`config.mk`:
```
export PLATFORM = sky130hd
export DESIGN_NAME = alu_ctl_stage
export DESIGN_NICKNAME = d
export VERILOG_FILES = /design/src/rtl/alu_ctl_stage.sv
export SDC_FILE = /design/constraint.sdc
export NUM_CORES = 1
export LEC_CHECK = 0
export CAP_MARGIN = 20
export CORE_MARGIN = 5
export CORE_UTILIZATION = 47
export CTS_CLUSTER_SIZE = 14
export DETAILED_ROUTE_END_ITERATION = 8
export PLACE_DENSITY = 0.79
export REMOVE_ABC_BUFFERS = 1
export SLEW_MARGIN = 10
export SYNTH_ARGS = -nofsm -noshare
export SYNTH_HDL_FRONTEND = slang
export SYNTH_SLANG_ARGS = --single-unit
```
`constraint.sdc`:
```
create_clock -name clk -period 2.02 [get_ports clk]
set_clock_uncertainty 0.1 [all_clocks]
set_input_delay 0.404 -clock clk [delete_from_list [all_inputs] [get_ports clk]]
set_output_delay 0.404 -clock clk [all_outputs]
set_load 0.03 [all_outputs]
```
`src/rtl/alu_ctl_stage.sv`:
```
// ----------------------------------------------------------------------------
// alu_ctl_stage
//   Registered ALU-control stage sitting between ID and EX.
//   Decodes {ALUOp, funct7, funct3} into an ALU select code and presents it to EX
//   one cycle after ID is accepted. The output is held until EX consumes it.
//   RV32M ops are run on an external mul/div unit using a start/done handshake.
//   A timeout counter aborts the op if md_done never arrives.
//   The stage stalls IF/ID while its output is blocked or a mul/div op is in flight.
//
//   Optional feature macro: ALU_CTL_MEXT_EN
//     defined   : funct7=0000001 R-type ops are sent to the mul/div unit.
//     undefined : those ops decode as illegal with the normal 1-cycle latency.
//                 md_start, md_abort and md_op stay 0, and the FSM never leaves IDLE.
//
// Ports
//   clk, rst_n          clock (rising edge), asynchronous active-low reset
//   id_valid            ID holds a valid instruction
//   id_alu_op           ALUOp from Control
//   id_funct7/funct3    instruction fields [31:25] / [14:12]
//   flush               kill stage contents (branch/trap)
//   ex_ready            EX consumes ex_valid this cycle
//   md_done             mul/div result ready (1-cycle pulse)
//   ex_valid            ex_* outputs valid
//   ex_alu_ctl          ALU select for EX (0 when illegal)
//   ex_is_md            EX result comes from the mul/div unit
//   ex_illegal          undecodable op or mul/div timeout, qualified by ex_valid
//   md_start            1-cycle pulse starting mul/div
//   md_op               mul/div op (funct3), held while busy
//   md_abort            1-cycle pulse: mul/div cancelled (flush or timeout)
//   stall               hold IF/ID
// ----------------------------------------------------------------------------
module alu_ctl_stage #(
  parameter int ALU_OP_W  = 3,
  parameter int ALU_SEL_W = 6,
  parameter int MD_TMO    = 64
) (
  input  logic                 clk,
  input  logic                 rst_n,
  input  logic                 id_valid,
  input  logic [ALU_OP_W-1:0]  id_alu_op,
  input  logic [6:0]           id_funct7,
  input  logic [2:0]           id_funct3,
  input  logic                 flush,
  input  logic                 ex_ready,
  input  logic                 md_done,
  output logic                 ex_valid,
  output logic [ALU_SEL_W-1:0] ex_alu_ctl,
  output logic                 ex_is_md,
  output logic                 ex_illegal,
  output logic                 md_start,
  output logic [2:0]           md_op,
  output logic                 md_abort,
  output logic                 stall
);

  // ALU select encodings (0 is reserved for "no operation / illegal")
  localparam logic [ALU_SEL_W-1:0] ALU_ADD  = ALU_SEL_W'(1);
  localparam logic [ALU_SEL_W-1:0] ALU_SUB  = ALU_SEL_W'(2);
  localparam logic [ALU_SEL_W-1:0] ALU_SLL  = ALU_SEL_W'(3);
  localparam logic [ALU_SEL_W-1:0] ALU_SLT  = ALU_SEL_W'(4);
  localparam logic [ALU_SEL_W-1:0] ALU_SLTU = ALU_SEL_W'(5);
  localparam logic [ALU_SEL_W-1:0] ALU_XOR  = ALU_SEL_W'(6);
  localparam logic [ALU_SEL_W-1:0] ALU_SRL  = ALU_SEL_W'(7);
  localparam logic [ALU_SEL_W-1:0] ALU_SRA  = ALU_SEL_W'(8);
  localparam logic [ALU_SEL_W-1:0] ALU_OR   = ALU_SEL_W'(9);
  localparam logic [ALU_SEL_W-1:0] ALU_AND  = ALU_SEL_W'(10);
  localparam logic [ALU_SEL_W-1:0] ALU_BNE  = ALU_SEL_W'(11);
  localparam logic [ALU_SEL_W-1:0] ALU_BLT  = ALU_SEL_W'(12);
  localparam logic [ALU_SEL_W-1:0] ALU_BGE  = ALU_SEL_W'(13);
  localparam logic [ALU_SEL_W-1:0] ALU_BLTU = ALU_SEL_W'(14);
  localparam logic [ALU_SEL_W-1:0] ALU_BGEU = ALU_SEL_W'(15);

  localparam logic [ALU_OP_W-1:0] OP_ADD    = ALU_OP_W'(0);
  localparam logic [ALU_OP_W-1:0] OP_BRANCH = ALU_OP_W'(1);
  localparam logic [ALU_OP_W-1:0] OP_RTYPE  = ALU_OP_W'(2);
  localparam logic [ALU_OP_W-1:0] OP_ITYPE  = ALU_OP_W'(3);

  localparam logic [6:0] F7_BASE = 7'b0000000;
  localparam logic [6:0] F7_ALT  = 7'b0100000;
  localparam logic [6:0] F7_MD   = 7'b0000001;

  localparam int CNT_W = $clog2(MD_TMO) + 1;
  localparam logic [CNT_W-1:0] TMO_LAST = CNT_W'(MD_TMO - 1);

  typedef enum logic {IDLE, BUSY} state_t;

  state_t               state, state_nxt;
  logic [CNT_W-1:0]     tmo_cnt, tmo_cnt_nxt;
  logic [ALU_SEL_W-1:0] dec_sel, ctl_nxt;
  logic                 dec_illegal, dec_is_m;
  logic                 valid_nxt, illegal_nxt, is_md_nxt;
  logic                 start_nxt, abort_nxt;
  logic [2:0]           md_op_nxt;
  logic                 accept;

  assign stall  = (ex_valid & ~ex_ready) | (state != IDLE);
  assign accept = id_valid & ~stall & ~flush;

  // Instruction decode; dec_sel stays 0 on every illegal path
  always_comb begin
    dec_sel     = '0;
    dec_illegal = 1'b0;
    dec_is_m    = 1'b0;
    case (id_alu_op)
      OP_ADD: dec_sel = ALU_ADD;
      OP_BRANCH: begin
        case (id_funct3)
          3'b000:  dec_sel = ALU_SUB;
          3'b001:  dec_sel = ALU_BNE;
          3'b100:  dec_sel = ALU_BLT;
          3'b101:  dec_sel = ALU_BGE;
          3'b110:  dec_sel = ALU_BLTU;
          3'b111:  dec_sel = ALU_BGEU;
          default: dec_illegal = 1'b1;
        endcase
      end
      OP_RTYPE: begin
        if (id_funct7 == F7_BASE) begin
          case (id_funct3)
            3'b000:  dec_sel = ALU_ADD;
            3'b001:  dec_sel = ALU_SLL;
            3'b010:  dec_sel = ALU_SLT;
            3'b011:  dec_sel = ALU_SLTU;
            3'b100:  dec_sel = ALU_XOR;
            3'b101:  dec_sel = ALU_SRL;
            3'b110:  dec_sel = ALU_OR;
            default: dec_sel = ALU_AND;
          endcase
        end else if (id_funct7 == F7_ALT && id_funct3 == 3'b000) begin
          dec_sel = ALU_SUB;
        end else if (id_funct7 == F7_ALT && id_funct3 == 3'b101) begin
          dec_sel = ALU_SRA;
`ifdef ALU_CTL_MEXT_EN
        end else if (id_funct7 == F7_MD) begin
          dec_is_m = 1'b1;
`endif
        end else begin
          dec_illegal = 1'b1;
        end
      end
      OP_ITYPE: begin
        // Immediate forms never subtract; only the shifts look at funct7
        case (id_funct3)
          3'b000: dec_sel = ALU_ADD;
          3'b001: begin
            if (id_funct7 == F7_BASE) dec_sel = ALU_SLL;
            else                      dec_illegal = 1'b1;
          end
          3'b010: dec_sel = ALU_SLT;
          3'b011: dec_sel = ALU_SLTU;
          3'b100: dec_sel = ALU_XOR;
          3'b101: begin
            if (id_funct7 == F7_BASE)     dec_sel = ALU_SRL;
            else if (id_funct7 == F7_ALT) dec_sel = ALU_SRA;
            else                          dec_illegal = 1'b1;
          end
          3'b110:  dec_sel = ALU_OR;
          default: dec_sel = ALU_AND;
        endcase
      end
      default: dec_illegal = 1'b1;
    endcase
  end

  // Next-state and next-output logic. Flush always has priority. In BUSY, md_done
  // beats a timeout that falls on the same cycle.
  always_comb begin
    state_nxt   = state;
    tmo_cnt_nxt = tmo_cnt;
    valid_nxt   = ex_valid;
    ctl_nxt     = ex_alu_ctl;
    illegal_nxt = ex_illegal;
    is_md_nxt   = ex_is_md;
    start_nxt   = 1'b0;
    abort_nxt   = 1'b0;
    md_op_nxt   = md_op;
    case (state)
      IDLE: begin
        if (flush) begin
          valid_nxt = 1'b0;
        end else if (accept) begin
          if (dec_is_m) begin
            state_nxt   = BUSY;
            tmo_cnt_nxt = '0;
            start_nxt   = 1'b1;
            md_op_nxt   = id_funct3;
            valid_nxt   = 1'b0;
          end else begin
            valid_nxt   = 1'b1;
            ctl_nxt     = dec_sel;
            illegal_nxt = dec_illegal;
            is_md_nxt   = 1'b0;
          end
        end else if (ex_valid && ex_ready) begin
          valid_nxt = 1'b0;
        end
      end
      BUSY: begin
        if (flush) begin
          state_nxt = IDLE;
          abort_nxt = 1'b1;
          valid_nxt = 1'b0;
        end else if (md_done) begin
          state_nxt   = IDLE;
          valid_nxt   = 1'b1;
          ctl_nxt     = ALU_ADD;
          illegal_nxt = 1'b0;
          is_md_nxt   = 1'b1;
        end else if (tmo_cnt == TMO_LAST) begin
          state_nxt   = IDLE;
          abort_nxt   = 1'b1;
          valid_nxt   = 1'b1;
          ctl_nxt     = '0;
          illegal_nxt = 1'b1;
          is_md_nxt   = 1'b0;
        end else begin
          tmo_cnt_nxt = tmo_cnt + CNT_W'(1);
        end
      end
      default: state_nxt = IDLE;
    endcase
  end

  // State and output registers
  always_ff @(posedge clk or negedge rst_n) begin
    if (!rst_n) begin
      state      <= IDLE;
      tmo_cnt    <= '0;
      ex_valid   <= 1'b0;
      ex_alu_ctl <= '0;
      ex_illegal <= 1'b0;
      ex_is_md   <= 1'b0;
      md_start   <= 1'b0;
      md_abort   <= 1'b0;
      md_op      <= 3'b000;
    end else begin
      state      <= state_nxt;
      tmo_cnt    <= tmo_cnt_nxt;
      ex_valid   <= valid_nxt;
      ex_alu_ctl <= ctl_nxt;
      ex_illegal <= illegal_nxt;
      ex_is_md   <= is_md_nxt;
      md_start   <= start_nxt;
      md_abort   <= abort_nxt;
      md_op      <= md_op_nxt;
    end
  end

endmodule

```
# Yosys cells after proc, flatten, opt, wreduce, memory -nomap -nowiden
# Index checks and enable logic that the tools add are counted.
[totals]
register_bits = 18
output_inout_bits = 15
elab_cells = 101
[classes]
add_sub_neg = 1
n_eq_ne = 20
muxes = 55
bitwise = 8
n_reduce_logical = 10
[ops]
columns = ["op", "count"]
rows = [
  ["4-bit case mux with 7 select lines", 2],
  ["6-bit two-way mux", 6],
  ["1-bit two-way mux", 29],
  ["7-bit two-way mux", 4],
  ["4-bit case mux with 6 select lines", 1],
  ["6-bit case mux with 4 select lines", 1],
  ["4-bit two-way mux", 4],
  ["7-bit by 6-bit equality test with 1-bit output (second input constant)", 2],
  ["3-bit by 2-bit equality test with 1-bit output (second input constant)", 4],
  ["3-bit equality test (second input constant)", 4],
  ["6-bit case mux with 2 select lines", 1],
  ["2-bit inequality test (second input constant)", 5],
  ["1-bit case mux with 2 select lines", 5],
  ["4-bit AND reduction", 2],
  ["7-bit by 1-bit adder with 7-bit output (second input constant)", 1],
  ["7-bit zero test", 1],
  ["3-bit by 1-bit equality test with 1-bit output (second input constant)", 2],
  ["3-bit zero test", 2],
  ["6-bit OR reduction", 1],
  ["4-bit by 3-bit inequality test with 1-bit output (second input constant)", 1],
  ["4-bit inequality test (second input constant)", 1],
  ["1-bit NOT", 4],
  ["1-bit case mux with 4 select lines", 1],
  ["1-bit AND", 3],
  ["5 further kinds", 7],
]

# Longest topological paths before layout
# Gate-level depths: netlist of run 1.
[depth]
word_depth = 9
depth_mapped = 8
mapped_depth_nobuf = 7

# Least setup slack after synthesis of run 1
# OpenSTA, ideal clock, no wires.
[synth_timing]
kind = "input to register"
from = "input port id_funct7[1]"
to = "register ex_illegal"
arrival_ns = 1.604
required_ns = 1.800
slack_ns = 0.195
cell_stages = 5
path_cell_list = "nor4_4 and2_4 a21bo_1 a221o_1 o211a_1"
[synth_between]
elab_chain_len = 9
elab_cells_between_ends = 15
[synth_lines]
columns = ["item", "line", "text"]
rows = [
  ["from (decl)", "41", "input logic [6:0] id_funct7,"],
  ["7-bit by 6-bit equality test with 1-bit output", "129, 131, 154", ""],
  ["1-bit logical AND", "131", "end else if (id_funct7 == F7_ALT && id_funct3 == 3'b101) begin"],
  ["1-bit two-way mux", "131", ""],
  ["1-bit two-way mux", "129", "end else if (id_funct7 == F7_ALT && id_funct3 == 3'b000) begin"],
  ["1-bit two-way mux", "118", "if (id_funct7 == F7_BASE) begin"],
  ["1-bit case mux with 4 select lines *", "104", "case (id_alu_op)"],
  ["1-bit two-way mux *", "181", "end else if (accept) begin"],
  ["1-bit two-way mux *", "179", "if (flush) begin"],
  ["1-bit case mux with 2 select lines *", "177", "case (state)"],
  ["to (signal assigned)", "241", "ex_illegal <= illegal_nxt;"],
  ["to (decl)", "49", "output logic ex_illegal,"],
]
# Every way passes the cells marked *; elsewhere a longest branch is shown, timed or not. The select of a mux whose other input is x is not followed.
# A chain may end at the register's enable or synchronous reset.

# Worst setup path in the final report of run 1
# Same ends and word-level chain as after synthesis.

==> results of run 1 <==
[final cells by class]
class / instances / area, um^2 / share of cell area [%]
Tap cell: 30 / 37.5 / 2.20
Multi-Input combinational cell: 109 / 738 / 43.2
Clock buffer: 4 / 36.3 / 2.12
Timing Repair Buffer: 54 / 470 / 27.5
Inverter: 7 / 26.3 / 1.54
Sequential cell: 16 / 400 / 23.4
[layer usage]
layer | track usage, % | up-vias
met5 | 0 | -
met4 | 9.60 | 0
met3 | 1.70 | 8
met2 | 33.3 | 54
met1 | 20.5 | 562
li1 | - | 593
[power groups by stage]
stage	logic (mW)	clock network, mW	registers [mW]
finish	0.234	0.215	0.336
global route	0.252	0.236	0.338
CTS	0.232	0.219	0.336
detailed placement	0.231	0	0.343
global placement	0.225	0	0.342
floorplan	0.0780	0	0.361
[cell families (layout without fill, tap and decap cells)]
family                   after synthesis  count (layout)  synth area share (%)
AO/OA/AOI/OAI                         36              36                  20.8
XOR/XNOR                               7               7                  5.09
adder cells (fa/ha/maj)                7               7                  7.27
buffers and inverters                 18              65                  7.68
flip-flops                            16              16                  33.2
multiplexers                           1               1                 0.935
other                                  1               6                 0.311
AND/OR/NAND/NOR                       52              52                  24.7
[per-stage QoR]
stage / power [mW] / setup slack [ns] / hold WS (ns) / TNS, ns / area, um^2
2_1_floorplan: 0.439 / 0.195 / 0.00841 / 0 / 1160
3_3_place_gp: 0.567 / -0.209 / 0.358 / -0.650 / 1670
3_5_place_dp: 0.574 / -0.245 / 0.370 / -0.902 / 1670
4_1_cts: 0.787 / 0.0728 / 0.328 / 0 / 1700
5_1_grt: 0.826 / 0.0112 / 0.335 / 0 / 1710
6_report: 0.785 / 0.0864 / 0.324 / 0 / 1710
[cells in the mapped netlist (all sizes together), types with 3 or more instances]
library cell	count	area (um^2)
dfrtp	16	400
nand2	13	48.8
buf	8	55.1
o21ai	8	40.0
ha	7	87.6
inv	7	26.3
nor2	7	26.3
nand2b	6	37.5
a31oi	5	31.3
nor3	5	30.0
xnor2	5	43.8
a21oi	4	20.0
a211oi	3	22.5
a22o	3	26.3
clkbuf	3	11.3
nand3	3	15.0
nand3b	3	22.5
nand4	3	18.8
[sequential cells by signal, indices dropped and copies added, names as in the netlist]
signal,flops
tmo_cnt,7
ex_alu_ctl,4
ex_illegal,1
ex_is_md,1
ex_valid,1
md_abort,1
state,1
[worst max path at each step]
stage	slack [ns]	depth (start not counted)	end	startpoint
floorplan	0.20	5	ex_illegal$_DFFE_PN0P_	id_funct7[1]
global placement	-0.21	6	ex_illegal$_DFFE_PN0P_	id_funct7[1]
detailed placement	-0.25	7	ex_illegal$_DFFE_PN0P_	id_funct3[2]
CTS	0.07	7	ex_illegal$_DFFE_PN0P_	id_funct3[2]
global route	0.01	8	ex_alu_ctl[0]$_DFFE_PN0P_	id_funct3[2]
finish	0.09	6	ex_illegal$_DFFE_PN0P_	id_funct7[1]
==> flow_summary.toml, run 1 <==
[power]
p_int_mw = 0.553
seqPwrFrac_pct = 42.8
swShare_pct = 29.6
p_per_area_nw_per_um2 = 459
p_switching_mw = 0.232
peakVddDrop_mv = 0.337
p_leak_nw = 0.803
power.share.clock_pct = 27.4
pwr-share-comb_pct = 29.8

[clocking]
clk_latency_ns = 0.29
postCtsSetupRepairBufs = 0
cts.sinks = 16
clock_path_buffers = 2
cts_tree = "done"
holdBufCountCts = 0
postCtsResizedCells = 0
htree_levels = 1
cts.clk_slew.worst_paths_ns = 0.09
cts_made_buffers = 3
cts_root_buf = "clkbuf_4"

[routing]
dr_wl_met2_um = 1600
route.met3.wl_um = 218
drt_iter0_drc = 53
vias = 1217
drt_wl_total_um = 3090
firstDrtPassIters = 4
top_layer = "met4"
detail_route.vias_per_cell = 5.53
wire_per_inst_um = 14.0
wl_met1_um = 1200
remaining_drc_errors = 0
antenna_left = 0

[critical_path]
slowest_delay_ns = 0.44
reg2reg_to = "tmo_cnt[2]$_DFFE_PN0P_"
cp_top_family = "compound AO/OA/AOI/OAI gates"
r2r_slack_ns = 0.18
r2r-start = "tmo_cnt[0]$_DFFE_PN0P_"
crit_type = "in2reg"
startpoint_type = "primary input"
worstPathMaxFanout = 2
worst-path-buf-inv = 1
slowest_stage = "clkdlybuf4s50_1"
crit_chain = "clkdlybuf4s50_1 > nor4_4 > and2_4 > a21bo_1 > a221o_1 > o211a_1"
cp_data_arrival_time_ns = 2.03
cp.required_ns = 2.12
critPathCaptureType = "flip-flop"
ff2ff_path_depth = 7

[global_route]
grt_usage_pct = 18.1
grt_remaining_overflow = 0
grt_max_degree = 17
grt_pass1_vias = 1198
grt_pass1_wl_um = 5060
antenna_found_initial = 0

[timing]
setup_viol = 0
hold_violations = 0
maxSlewViolCount = 0
fin_crit_ns = 1.93
max_freq_mhz = 517
final.period_utilization_pct = 95.7
grt_setup_unrepaired = "no"

[logic_synthesis]
synth_edf_count = 0
synth.avg_cell_area_um2 = 8.73
synth-seq-cells = 16
syn-instance-count = 138
ys_seq_area_share_pct = 33.2
async_reset_ff_share_pct = 100
synth_warnings = 0
ys.flop_type = "dfrtp_1"
netlist_area_um2 = 1200
yosysUniqueCellTypes = 43

[finish]
fin_nets = 217
nFillCells = 208
fin_cells = 220
area_delta_synth_final_pct = 41.8
utilization_pct = 69.6
drive_above_1_share_pct = 20.5
antenna_cells = 0
final_cell_mix = "28 x buf_4, 26 x clkdlybuf4s50_1, 16 x dfrtp_1"
final_common_cell = "buf_4"

[place]
dp.cells = 216
io_buffers = 27
gp_congestion = 0.882
detailed_place_hpwl_um = 2520

[floorplan]
dieWidth_um = 60.6
start_util_pct = 49.1
die_h_um = 60.6
coreArea_um2 = 2450
ios = 34
row_count = 18
dieArea_um2 = 3680

[min_path]
hold_path_class = "in2async"

[run]
drv_cap = 0

[status]
status = "complete, no violations"
No activity file was read; power rests on OpenSTA's default activity.
==> run 2, diff against run 1 <==
Settings changed: PLACE_DENSITY 0.79 to 0.81.
==> run 2 against run 1 <==
  * Die area is the same
  * Register-to-register slack got worse by 0.09 ns
  * Via count is essentially flat
  * First-iteration DRC count fell by 23%
  * Final cell count fell by 0.45%
==> flow_summary.toml, run 2 (synthesis gave the netlist of run 1 again) <==
[status]
status = "complete, no violations"

[floorplan]
die_h_um = 60.6
dieArea_um2 = 3680
start_util_pct = 49.1
ios = 34
coreArea_um2 = 2450
dieWidth_um = 60.6
row_count = 18

[global_route]
grt_usage_pct = 17.8
busiest_layer = "met2"
grt_pass1_vias = 1136
met2_usage_pct = 31.6
grtUsageMet1_pct = 22.1
grt_pass1_wl_um = 4970
grt.met3_usage_pct = 2.13
grt_remaining_overflow = 0
grt_max_degree = 17
antenna_found_initial = 0

[timing]
hold_violations = 0
fin_ws_ns = 0.0741
grt_setup_unrepaired = "no"
setup_tns_ns = 0
maxSlewViolCount = 0
max_freq_mhz = 514
setup_viol = 0
fin_crit_ns = 1.95
final.period_utilization_pct = 96.3

[clocking]
cts_tree = "done"
cts_made_buffers = 3
cts_root_buf = "clkbuf_4"
cts.clk_slew.worst_paths_ns = 0.09
clock_path_buffers = 2
cts.sinks = 16
clk_latency_ns = 0.28
htree_levels = 1

[place]
detailed_place_hpwl_um = 2490
gp_congestion = 0.845
io_buffers = 27
preCtsSetupSlack_ns = -0.245

[critical_path]
startpoint_type = "primary input"
ff2ff_path_depth = 6
crit_type = "in2reg"
worstPathMaxFanout = 2
slowest_delay_ns = 0.44
cp_data_arrival_time_ns = 2.03
crit_chain = "clkdlybuf4s50_1 > nor4_4 > and2_4 > a21bo_1 > a221o_1 > o211a_1"
cp.required_ns = 2.10
slowest_stage = "clkdlybuf4s50_1"
critPathCaptureType = "flip-flop"

[finish]
largest_reg_flops = 7
final_cell_mix = "27 x buf_4, 25 x clkdlybuf4s50_1, 16 x dfrtp_1"
fin_nets = 216
final_common_cell = "buf_4"
drive_above_1_share_pct = 19.6
nFillCells = 190
area_delta_synth_final_pct = 40.9
antenna_cells = 0
top_register = "tmo_cnt"
top_regs = "tmo_cnt: 7 flops, ex_alu_ctl: 4 flops"

[routing]
antenna_left = 0
detail_route.vias_per_cell = 5.56
drt_iter0_drc = 41
wire_per_inst_um = 13.9
remaining_drc_errors = 0
drt_wl_total_um = 3040
vias = 1218
firstDrtPassIters = 4

[power]
p_leak_nw = 0.803
peakVddDrop_mv = 0.274
p_per_area_nw_per_um2 = 457

[min_path]
hold_path_class = "in2async"

[run]
drv_cap = 0
run 2: stage by stage:
stage | util, % | hold WS [ns] | area [um^2] | total power, mW | cells
finish | 69.2 | 0.337 | 1700 | 0.776 | 219
detailed placement | 67.5 | 0.387 | 1660 | 0.572 | 215
global placement | 67.5 | 0.365 | 1660 | 0.565 | 215
CTS | 69.0 | 0.337 | 1690 | 0.784 | 219
floorplan | - | 0.00841 | 1160 | 0.439 | 132
global route | 69.2 | 0.355 | 1700 | 0.819 | 219
run 2: worst max-delay path, delay by kind of cell:
family	cells	cell delay (ns)
and+or+nand+nor	2	0.48
AOI/OAI and AO/OA	3	0.70
buffers and inverters	1	0.44
run 2: metal layers:
metal  part of all wire, %  wire length, um
met5                     0                0
met4                  0.99               30
met3                   5.9              179
met2                    51             1550
met1                    42             1270
run 2: final cells by class:
class                           count  area, um^2  area share, %
Clock buffer                        4        36.3           2.14
Inverter                            7        26.3           1.55
Multi-Input combinational cell    109         732           43.1
Sequential cell                    16         400           23.6
Tap cell                           30        37.5           2.21
Timing Repair Buffer               53         465           27.4
run 2: timing repair:
item                                    in CTS  in global routing
buffers inserted                             0                  0
endpoints found under the setup margin       0                  1
resized for setup                            0                  3
hold buffers                                 0                  0
run 2: path summary, 6_finish.rpt:
check / start / end / slack (ns)
min in group clk: ex_alu_ctl[1]$_DFFE_PN0P_ / ex_alu_ctl[1]$_DFFE_PN0P_ / 0.40
hold / removal: rst_n / tmo_cnt[4]$_DFFE_PN0P_ / 0.34
setup reg to reg: tmo_cnt[0]$_DFFE_PN0P_ / tmo_cnt[1]$_DFFE_PN0P_ / 0.09
hold reg to reg: ex_alu_ctl[1]$_DFFE_PN0P_ / ex_alu_ctl[1]$_DFFE_PN0P_ / 0.40
setup / recovery: id_funct7[1] / ex_illegal$_DFFE_PN0P_ / 0.07
max in group asynchronous: rst_n / ex_alu_ctl[1]$_DFFE_PN0P_ / 1.30
run 2: power by group:
part	internal [mW]	switching, mW	leakage [nW]
Clock	0.110	0.0991	0.0210
Sequential	0.330	0.00694	0.213
Combinational	0.110	0.121	0.569
Total	0.550	0.227	0.803
==> run 3, diff against run 2 <==
Settings changed: CTS_CLUSTER_DIAMETER set to 100.
==> results of run 3 <==
Final layout, timing and power as in run 2 (identical DEF).
